### config.mk
export PLATFORM = sky130hd
export DESIGN_NAME = ahb_spi_master_fifo
export DESIGN_NICKNAME = d
export VERILOG_FILES = /design/src/rtl/ahb_spi_master_fifo.sv
export SDC_FILE = /design/constraint.sdc
export NUM_CORES = 1
export LEC_CHECK = 0
export ABC_AREA = 1
export CAP_MARGIN = 20
export CORE_MARGIN = 2
export CORE_UTILIZATION = 35
export CTS_CLUSTER_SIZE = 25
export DETAILED_ROUTE_END_ITERATION = 10
export GPL_ROUTABILITY_DRIVEN = 0
export GPL_TIMING_DRIVEN = 0
export HOLD_SLACK_MARGIN = 0.08
export PLACE_DENSITY = 0.51
export REMOVE_ABC_BUFFERS = 1
export SYNTH_ARGS = -nofsm -noshare
export SYNTH_HDL_FRONTEND = slang
export SYNTH_SLANG_ARGS = --single-unit
### constraint.sdc
create_clock -name HCLK -period 3.5 [get_ports HCLK]
set_clock_uncertainty 0.2 [all_clocks]
set_input_delay 0.525 -clock HCLK [delete_from_list [all_inputs] [get_ports HCLK]]
set_output_delay 0.525 -clock HCLK [all_outputs]
set_load 0.02 [all_outputs]
### src/rtl/ahb_spi_master_fifo.sv
// AHB-Lite SPI master with TX/RX byte FIFOs, all four SPI modes,
// programmable SCLK divider, automatic slave-select and a level interrupt.

module ahb_spi_master_fifo_buf #(
    parameter int WIDTH = 8,
    parameter int DEPTH = 8
) (
    input  logic             clk,
    input  logic             rst,
    input  logic             push,
    input  logic [WIDTH-1:0] din,
    input  logic             pop,
    output logic [WIDTH-1:0] dout,
    output logic             empty,
    output logic             full
);
    localparam int AW = $clog2(DEPTH);

    logic [WIDTH-1:0] mem [DEPTH];
    logic [AW-1:0]    wptr;
    logic [AW-1:0]    rptr;
    logic [AW:0]      count;
    logic             do_push;
    logic             do_pop;

    assign empty   = (count == '0);
    assign full    = (count == (AW+1)'(DEPTH));
    assign do_pop  = pop & ~empty;
    // A full FIFO still accepts a push when the same cycle pops.
    assign do_push = push & (~full | do_pop);
    assign dout    = mem[rptr];

    always_ff @(posedge clk or posedge rst) begin
        if (rst) begin
            wptr  <= '0;
            rptr  <= '0;
            count <= '0;
        end else begin
            if (do_push) wptr <= wptr + AW'(1);
            if (do_pop) rptr <= rptr + AW'(1);
            if (do_push & ~do_pop) count <= count + (AW+1)'(1);
            else if (do_pop & ~do_push) count <= count - (AW+1)'(1);
        end
    end

    always_ff @(posedge clk) begin
        if (do_push) mem[wptr] <= din;
    end
endmodule

module ahb_spi_master_fifo #(
    parameter int NUM_SS     = 8,
    parameter int FIFO_DEPTH = 8
) (
    input  logic              HCLK,
    input  logic              HRESET,
    input  logic              HSEL,
    input  logic              HREADY,
    input  logic [31:0]       HADDR,
    input  logic              HWRITE,
    input  logic [2:0]        HSIZE,
    input  logic [1:0]        HTRANS,
    input  logic [31:0]       HWDATA,
    output logic [31:0]       HRDATA,
    output logic              HREADYOUT,
    input  logic              SPI_MISO_i,
    output logic              SPI_MOSI_o,
    output logic [NUM_SS-1:0] SPI_SS_o,
    output logic              SPI_CLK_o,
    output logic              IRQ_o
);
    typedef enum logic [1:0] {IDLE, LOAD, SHIFT, DONE} state_t;

    localparam logic [2:0] A_CTRL   = 3'd0;
    localparam logic [2:0] A_SS     = 3'd1;
    localparam logic [2:0] A_TXDATA = 3'd2;
    localparam logic [2:0] A_RXDATA = 3'd3;
    localparam logic [2:0] A_STATUS = 3'd4;

    logic              cpha;
    logic              cpol;
    logic              en;
    logic              ss_auto;
    logic [7:0]        clkdiv;
    logic              ie_txempty;
    logic              ie_rxavail;
    logic [NUM_SS-1:0] ss;
    logic              txovf;
    logic              rxovf;

    logic              dp_valid;
    logic              dp_write;
    logic [2:0]        dp_addr;
    logic              wr_en;
    logic              rd_en;

    logic              tx_push;
    logic              tx_pop;
    logic [7:0]        tx_dout;
    logic              tx_empty;
    logic              tx_full;
    logic              rx_push;
    logic              rx_pop;
    logic [7:0]        rx_dout;
    logic              rx_empty;
    logic              rx_full;

    state_t            state;
    state_t            state_n;
    logic [7:0]        tx_sh;
    logic [7:0]        rx_sh;
    logic              mosi;
    logic              sclk;
    logic              l_cpol;
    logic              l_cpha;
    logic [7:0]        l_div;
    logic [7:0]        div_cnt;
    logic [3:0]        half_cnt;
    logic              tick;
    logic              lead;
    logic              busy;
    logic              unused;

    assign unused = ^{HSIZE, HTRANS[0], HADDR, HWDATA};

    // Address phase is captured here; writes and pops land at the end of the
    // following data phase.
    always_ff @(posedge HCLK or posedge HRESET) begin
        if (HRESET) begin
            dp_valid <= 1'b0;
            dp_write <= 1'b0;
            dp_addr  <= '0;
        end else if (HREADY) begin
            dp_valid <= HSEL & HTRANS[1];
            dp_write <= HWRITE;
            dp_addr  <= HADDR[4:2];
        end
    end

    assign wr_en   = dp_valid & dp_write & HREADY;
    assign rd_en   = dp_valid & ~dp_write & HREADY;
    assign tx_push = wr_en & (dp_addr == A_TXDATA);
    assign tx_pop  = (state == LOAD);
    assign rx_push = (state == DONE);
    assign rx_pop  = rd_en & (dp_addr == A_RXDATA);

    ahb_spi_master_fifo_buf #(.WIDTH(8), .DEPTH(FIFO_DEPTH)) u_tx (
        .clk   (HCLK),
        .rst   (HRESET),
        .push  (tx_push),
        .din   (HWDATA[7:0]),
        .pop   (tx_pop),
        .dout  (tx_dout),
        .empty (tx_empty),
        .full  (tx_full)
    );

    ahb_spi_master_fifo_buf #(.WIDTH(8), .DEPTH(FIFO_DEPTH)) u_rx (
        .clk   (HCLK),
        .rst   (HRESET),
        .push  (rx_push),
        .din   (rx_sh),
        .pop   (rx_pop),
        .dout  (rx_dout),
        .empty (rx_empty),
        .full  (rx_full)
    );

    always_ff @(posedge HCLK or posedge HRESET) begin
        if (HRESET) begin
            cpha       <= 1'b0;
            cpol       <= 1'b0;
            en         <= 1'b0;
            ss_auto    <= 1'b0;
            clkdiv     <= '0;
            ie_txempty <= 1'b0;
            ie_rxavail <= 1'b0;
            ss         <= '0;
            txovf      <= 1'b0;
            rxovf      <= 1'b0;
        end else begin
            if (wr_en && dp_addr == A_CTRL) begin
                cpha       <= HWDATA[0];
                cpol       <= HWDATA[1];
                en         <= HWDATA[2];
                ss_auto    <= HWDATA[3];
                clkdiv     <= HWDATA[15:8];
                ie_txempty <= HWDATA[16];
                ie_rxavail <= HWDATA[17];
            end
            if (wr_en && dp_addr == A_SS) ss <= HWDATA[NUM_SS-1:0];
            if (wr_en && dp_addr == A_STATUS && HWDATA[5]) txovf <= 1'b0;
            if (wr_en && dp_addr == A_STATUS && HWDATA[6]) rxovf <= 1'b0;
            // Setting a flag wins over a clear in the same cycle.
            if (tx_push & tx_full & ~tx_pop) txovf <= 1'b1;
            if (rx_push & rx_full & ~rx_pop) rxovf <= 1'b1;
        end
    end

    always_comb begin
        HRDATA = '0;
        if (dp_valid & ~dp_write) begin
            case (dp_addr)
                A_CTRL:   HRDATA = {14'b0, ie_rxavail, ie_txempty, clkdiv,
                                    4'b0, ss_auto, en, cpol, cpha};
                A_SS:     HRDATA = 32'(ss);
                A_RXDATA: HRDATA = rx_empty ? 32'b0 : {24'b0, rx_dout};
                A_STATUS: HRDATA = {25'b0, rxovf, txovf, busy, rx_full,
                                    rx_empty, tx_full, tx_empty};
                default:  HRDATA = '0;
            endcase
        end
    end

    assign tick = (div_cnt == l_div);
    assign lead = ~half_cnt[0];
    assign busy = (state != IDLE);

    always_ff @(posedge HCLK or posedge HRESET) begin
        if (HRESET) state <= IDLE;
        else state <= state_n;
    end

    always_comb begin
        state_n = state;
        unique case (state)
            IDLE:    if (en & ~tx_empty) state_n = LOAD;
            LOAD:    state_n = SHIFT;
            SHIFT:   if (tick && half_cnt == 4'd15) state_n = DONE;
            DONE:    state_n = (en & ~tx_empty) ? LOAD : IDLE;
            default: state_n = IDLE;
        endcase
    end

    always_ff @(posedge HCLK or posedge HRESET) begin
        if (HRESET) begin
            tx_sh    <= '0;
            rx_sh    <= '0;
            mosi     <= 1'b0;
            sclk     <= 1'b0;
            l_cpol   <= 1'b0;
            l_cpha   <= 1'b0;
            l_div    <= '0;
            div_cnt  <= '0;
            half_cnt <= '0;
        end else if (state == LOAD) begin
            tx_sh    <= tx_dout;
            l_cpol   <= cpol;
            l_cpha   <= cpha;
            l_div    <= clkdiv;
            div_cnt  <= '0;
            half_cnt <= '0;
            sclk     <= cpol;
            if (!cpha) mosi <= tx_dout[7];
        end else if (state == SHIFT) begin
            if (tick) begin
                div_cnt  <= '0;
                half_cnt <= half_cnt + 4'd1;
                sclk     <= ~sclk;
                // Sample edge is leading for CPHA=0, trailing for CPHA=1.
                if (lead ^ l_cpha) begin
                    rx_sh <= {rx_sh[6:0], SPI_MISO_i};
                end else if (l_cpha) begin
                    mosi  <= tx_sh[7];
                    tx_sh <= {tx_sh[6:0], 1'b0};
                end else begin
                    mosi  <= tx_sh[6];
                    tx_sh <= {tx_sh[6:0], 1'b0};
                end
            end else begin
                div_cnt <= div_cnt + 8'd1;
            end
        end
    end

    assign SPI_CLK_o  = (state == SHIFT) ? sclk : cpol;
    assign SPI_MOSI_o = mosi;
    assign SPI_SS_o   = ss_auto ? ~(ss & {NUM_SS{busy}}) : ~ss;
    assign IRQ_o      = (ie_txempty & tx_empty & ~busy) |
                        (ie_rxavail & ~rx_empty);
    assign HREADYOUT  = 1'b1;
endmodule

Word level (Yosys, flattened, before mapping)
Memories as Yosys holds them, arrays and structs flattened.
Index checks and enable logic that the tools add are counted.
W data, S select, Z words.

word-level totals
  register bits = 90
  latch bits = 0
  RAM bits = 128
  memory bits (read-only) = 0
  bits of input ports = 75
  output and inout bits = 44
  logic and storage cells = 161
  memories kept = 2

cells by class
  $add $sub $neg = 10
  multipliers = 0
  div/mod/pow operators = 0
  order comparisons = 0
  eq/ne operators = 15
  shift operators = 0
  mux-type cells = 40
  bitwise gates (word level) = 44
  reduce and logical (&&, ||, !) cells = 22

memories
  memory    depth  bits a word  read ports  clocked after Yosys merged registers in  wr ports  line  source
  u_rx.mem  8      8            1           0                                        1         19    logic [WIDTH-1:0] mem [DEPTH];
  u_tx.mem  8      8            1           0                                        1         19

operators with widths
  cell                   count
  $mux W8                9
  $pmux W18 S4           1
  $mux W4                7
  $and A1 B1 Y1          23
  $mux W1                19
  $mux W18               1
  $not A8 Y8             2
  $not A1 Y1             14
  $reduce_bool A2 Y1     7
  $add A3 B1 Y3 const B  4
  $add A4 B1 Y4 const B  3
  $eq A4 B4 Y1 const B   3
  $add A8 B1 Y8 const B  1
  $and A8 B8 Y8          1
  $eq A8 B8 Y1           1
  $logic_not A4 Y1       2
  $ne A2 B2 Y1 const B   4
  $pmux W2 S4            1
  $reduce_and A4 Y1      2
  $sub A4 B1 Y4 const B  2
  $eq A3 B2 Y1 const B   2
  $logic_and A1 B1 Y1    6
  $eq A2 B2 Y1 const B   2
  $mux W2                2
  other kinds (9)        12

Logic depth before layout (Yosys ltp)
  depth in word-level cells = 11
  mapped depth = 15
  depth with buffers taken out = 15

Modules after synthesis
From an unflattened synthesis, not the netlist that was laid out.

second synthesis, totals
  cell total of the unflattened synthesis = 1192
  area, all modules = 10597.7 µm²

modules (own cells, without submodules)
  module                          times used  cells an instance  area each (µm²)  seq. area each (µm²)
  ahb_spi_master_fifo             1           461                3768.6           1751.7
  ahb_spi_master_fifo_buf (u_tx)  1           366                3415.8           2172.1
  ahb_spi_master_fifo_buf (u_rx)  1           365                3413.3           2172.1

Worst setup path after synthesis
No wires, ideal clock.

  kind = in2reg
  from = input HREADY
  to = register u_rx.count[3]
  library setup time = 131 ps
  arrival = 2339 ps
  data required time = 3169 ps
  path slack = 830 ps
  cell stages on the path = 14
  buffers on the path = 1
  cells stage by stage = buf_2 nand2_1 nor2_4 or2_4 nand2_2 clkinv_1 ha_1 inv_1 ha_1 a21oi_1 nand2_1 a21oi_1 o21ai_0 xor2_1

on the way
  cells in the longest elaborated chain, start to end = 8
  elaborated cells on any way between the ends = 11
  classes of those cells = 1 x mux; 9 x bitwise; 1 x reduce/logical

RTL lines
  element                       line  source
  from (decl)                   58    input logic HREADY,
  $and A1 B1 Y1 *               141   assign rd_en = dp_valid & ~dp_write & HREADY;
  $and A1 B1 Y1 *               145   assign rx_pop = rd_en & (dp_addr == A_RXDATA);
  $and A1 B1 Y1 *               28    assign do_pop = pop & ~empty;
  $or A1 B1 Y1                  30    assign do_push = push & (~full | do_pop);
  $and A1 B1 Y1                 30
  $not A1 Y1                    42    else if (do_pop & ~do_push) count <= count - (AW+1)'(1);
  $and A1 B1 Y1                 42
  $reduce_bool A2 Y1 (no line)  -
  to (signal assigned)          41    if (do_push & ~do_pop) count <= count + (AW+1)'(1);
  to (signal assigned)          42
  to (decl)                     22    logic [AW:0] count;

Mark *: on every way between the ends. The rest lies on a longest branch, timed or not.
A chain may end at the register's enable or synchronous reset.

Final worst setup path
  from = register u_rx.rptr[0]
  to = output HRDATA[5]

on the way
  cells in the longest elaborated chain, start to end = 4

RTL lines
  element                 line  source
  from (decl)             21    logic [AW-1:0] rptr;
  from (signal assigned)  40    if (do_pop) rptr <= rptr + AW'(1);
  $mem_v2 Z8 W8           -
  $mux W8                 207   A_RXDATA: HRDATA = rx_empty ? 32'b0 : {24'b0, rx_dout};
  $pmux W18 S4            203   case (dp_addr)
  $mux W18                202   if (dp_valid & ~dp_write) begin
  to (decl)               64    output logic [31:0] HRDATA,

No other way between the ends.

==> impl_metrics.py <==
metrics = {
    "yosys": {
        "synth_top_area_share_pct": 38.8,
        "ys_seq_area_share_pct": 61.5,
        "yosysMostFrequentCell": "nand2_1",
        "synth_edf_count": 128,
        "ys.flop_type": "edfxtp_1",
        "synthTopCellsByCount": "259 x nand2_1, 128 x edfxtp_1, 99 x nor2_1, 90 x dfrtp_1, 80 x inv_1",
        "synth_area_leader_cell": "edfxtp_1",
        "yosys-top-cells-area": "edfxtp_1 39%, dfrtp_1 23%, nand2_1 9.8%, nor2_1 3.7%, o21ai_0 3.6%",
        "syn_area_sq_mm": 0.00991,
        "async_flop_share_pct": 41.3,
        "synth_seq_cells": 218,
        "synth.distinct_cells": 38,
        "netlist_instances": 1006,
        "yosys_warnings": 0,
        "avgSynthCellArea_sq_um": 9.86,
    },
    "worst_setup_path": {
        "critPathArrivalTime_ns": 2.62,
        "r2r_setup_slack_ns": 0.41,
        "critPathCaptureType": "primary output",
        "path_cells": "buf_8 -> clkinvlp_4 -> nor2_1 -> o211ai_1 -> nand3_1 -> a21oi_1 -> clkdlybuf4s50_1",
        "slowest_stage": "clkdlybuf4s50_1",
        "crit_type": "register to primary output",
        "rr_endpoint": "u_rx.count[3]",
        "slowest_delay_ns": 0.63,
        "r2r-start": "u_rx.count[0]",
        "crit_fanout": 22,
        "cp.required_ns": 2.77,
        "crit_path_start_kind": "register",
        "worstRegToRegCells": 15,
    },
    "cells_and_area": {
        "antenna_cells": 0,
        "nets": 1170,
        "fill_cells": 2687,
        "layout-drive-gt1-share_pct": 9.59,
        "area_delta_synth_final_pct": 19.1,
    },
    "cts": {
        "cts_max_level": 1,
        "clockRootBuffer": "clkbuf_16",
        "insertion_delay_ns": 0.51,
        "cts_tree": "yes",
        "clockBufferDepth": 3,
        "cts.reportedPaths.clkPinSlew_ns": 0.06,
        "clock_sinks": 218,
        "cts_made_buffers": 24,
    },
    "sta": {
        "clock.fmax_mhz": 299,
        "final-max-slew-violation-count": 0,
        "holdWs_ns": 0.189,
        "setup-tns-final_ns": 0,
        "period_needed_ns": 3.34,
        "setup_viol": 0,
        "slew_headroom_pct": 41.5,
        "hold_viol_final": 0,
        "max_slew.worst_pin.slew_ns": 0.875,
        "finalCritPeriodShare_pct": 95.5,
        "rsz0062_at_grt": "false",
    },
    "power_and_ir_drop": {
        "p_leak_nw": 4.86,
        "p_int_w": 0.00565,
        "p_seq_share_pct": 40.2,
        "switching_share_pct": 35.0,
        "clkPwrFrac_pct": 29.1,
        "p_sw_w": 0.00304,
        "comb_power_share_pct": 30.7,
        "peakVddDrop_mv": 0.333,
        "power_density_mw_per_mm2": 736,
    },
    "routing": {
        "drt_iter0_markers": 351,
        "vias_per_cell": 4.64,
        "routed_wl_microns": 22700,
        "vias": 6841,
        "drc_errors": 0,
        "postRouteAntennaNets": 0,
        "wl_per_cell_microns": 15.4,
        "dr.pass1.iters": 4,
    },
    "placed_design": {
        "hpwl_microns": 15500,
        "portBuffers": 56,
    },
    "status": {
        "outcome": "complete, no violations",
    },
    "die": {
        "dieWidth_microns": 172,
        "start_util_pct": 35.6,
        "core_sq_mm": 0.0279,
        "dieArea_sq_mm": 0.0297,
        "top_level_ports": 119,
        "die_height_microns": 172,
        "std_cell_rows": 61,
    },
    "global_routing": {
        "grt_max_degree": 61,
        "antenna_found_initial": 0,
        "gr-total-overflow": 0,
        "grt_pass1_wl_microns": 35900,
        "track_usage_pct": 15.7,
        "use_met2_pct": 26.4,
        "use_met1_pct": 21.5,
        "met3_usage_pct": 1.74,
        "busiest_layer": "met2",
        "grt_pass1_vias": 6417,
    },
    "worst_hold_path": {
        "hold_path_class": "input port to asynchronous set/reset pin",
    },
    "job": {
        "drv_cap": 0,
    },
}
[per-stage QoR]
stage          utilization [%]  setup slack, ns  area [sq um]  total power, W  std cells
4_1_cts                   42.1           0.0422         11700         0.00874       1469
6_report                  42.4            0.158         11800         0.00869       1473
3_3_place_gp              38.5            -1.41         10700         0.00602       1402
2_1_floorplan                -            0.280          9690         0.00521        968
3_5_place_dp              39.0           -0.684         10900         0.00610       1419
5_1_grt                   42.4           0.0274         11800         0.00933       1473
[cell usage in the layout, fill, tap and decap left out, drive strengths merged, types with 12 or more instances in the layout]
cell type	instances
dfrtp	90
ha	16
edfxtp	128
a21oi	21
nor2	104
xor2	12
conb	15
inv	84
buf	23
clkdlybuf4s50	53
nand2	264
nand3	72
o211ai	17
o21ai	82
clkbuf	33
clkinv	12
nor3	21
[state kept, by name (all words and copies together), names as in the netlist, 2 cells and up]
signal      count
u_rx.mem       64
u_tx.mem       64
clkdiv          8
div_cnt         8
l_div           8
rx_sh           8
ss              8
tx_sh           8
half_cnt        4
u_rx.count      4
u_tx.count      4
dp_addr         3
u_rx.rptr       3
u_rx.wptr       3
u_tx.rptr       3
u_tx.wptr       3
state           2
[worst max-delay path by stage]
stage,start,to,slack (ns),cells after the start
2_1_floorplan,state[1],u_tx.count[3],0.28,14
4_1_cts,u_rx.rptr[0],HRDATA[6],0.04,7
5_1_grt,u_rx.rptr[0],HRDATA[5],0.03,7
3_3_place_gp,HRESET,dp_addr[0],-1.41,2
6_report,u_rx.rptr[0],HRDATA[5],0.16,7
3_5_place_dp,state[1],u_tx.count[3],-0.68,14
[timing repair]
action / in CTS / in global routing
hold buffers: 0 / 0
setup buffers: 2 / 3
endpoints found under the hold margin: 0 / 0
endpoints found under the setup margin: 75 / 14
cloned: 4 / 0
resized for setup: 12 / 6
[critical path: cells and delay by family (launching register included)]
kind,cells,cell delay [ns]
compound gates,2,0.43
buf+inv,3,0.99
flops,1,0.51
simple gates,2,0.19
[cells by family (layout without fill, tap and decap cells)]
kind of cell | after synthesis | count (layout) | share of synthesized area, %
AND/OR/NAND/NOR | 470 | 470 | 19.9
buffers and inverters | 141 | 217 | 6.20
XOR/XNOR | 20 | 20 | 1.77
other | 2 | 15 | 0.0757
multiplexers | 10 | 10 | 1.14
flip-flops | 218 | 218 | 61.5
adder cells (fa/ha/maj) | 18 | 18 | 2.42
AO/OA/AOI/OAI | 127 | 127 | 7.07
[final cells by class]
cell class	instances	area, sq um	share of cell area [%]
well taps	378	473	4.01
multi-input cells	660	3280	27.8
clock inverters	11	113	0.954
repair buffers	79	767	6.50
inverters	90	352	2.98
flip-flops and latches	218	6100	51.7
clock buffers	33	696	5.89
repair inverters	4	25.0	0.212
[per-layer routing]
metal	part of all wire [%]	wire length, microns
met5	0	0
met2	49	11000
met1	47	10600
met4	2.1	473
met3	2.5	573
[power groups by stage]
stage                     logic [W]  registers (W)  clock network, W
after floorplan             0.00174        0.00348                 0
after CTS                   0.00263        0.00351           0.00260
after global routing        0.00308        0.00356           0.00269
final                       0.00267        0.00349           0.00253
after detailed placement    0.00255        0.00355                 0
after global placement      0.00239        0.00362                 0
No activity file was read; power rests on OpenSTA's default activity.
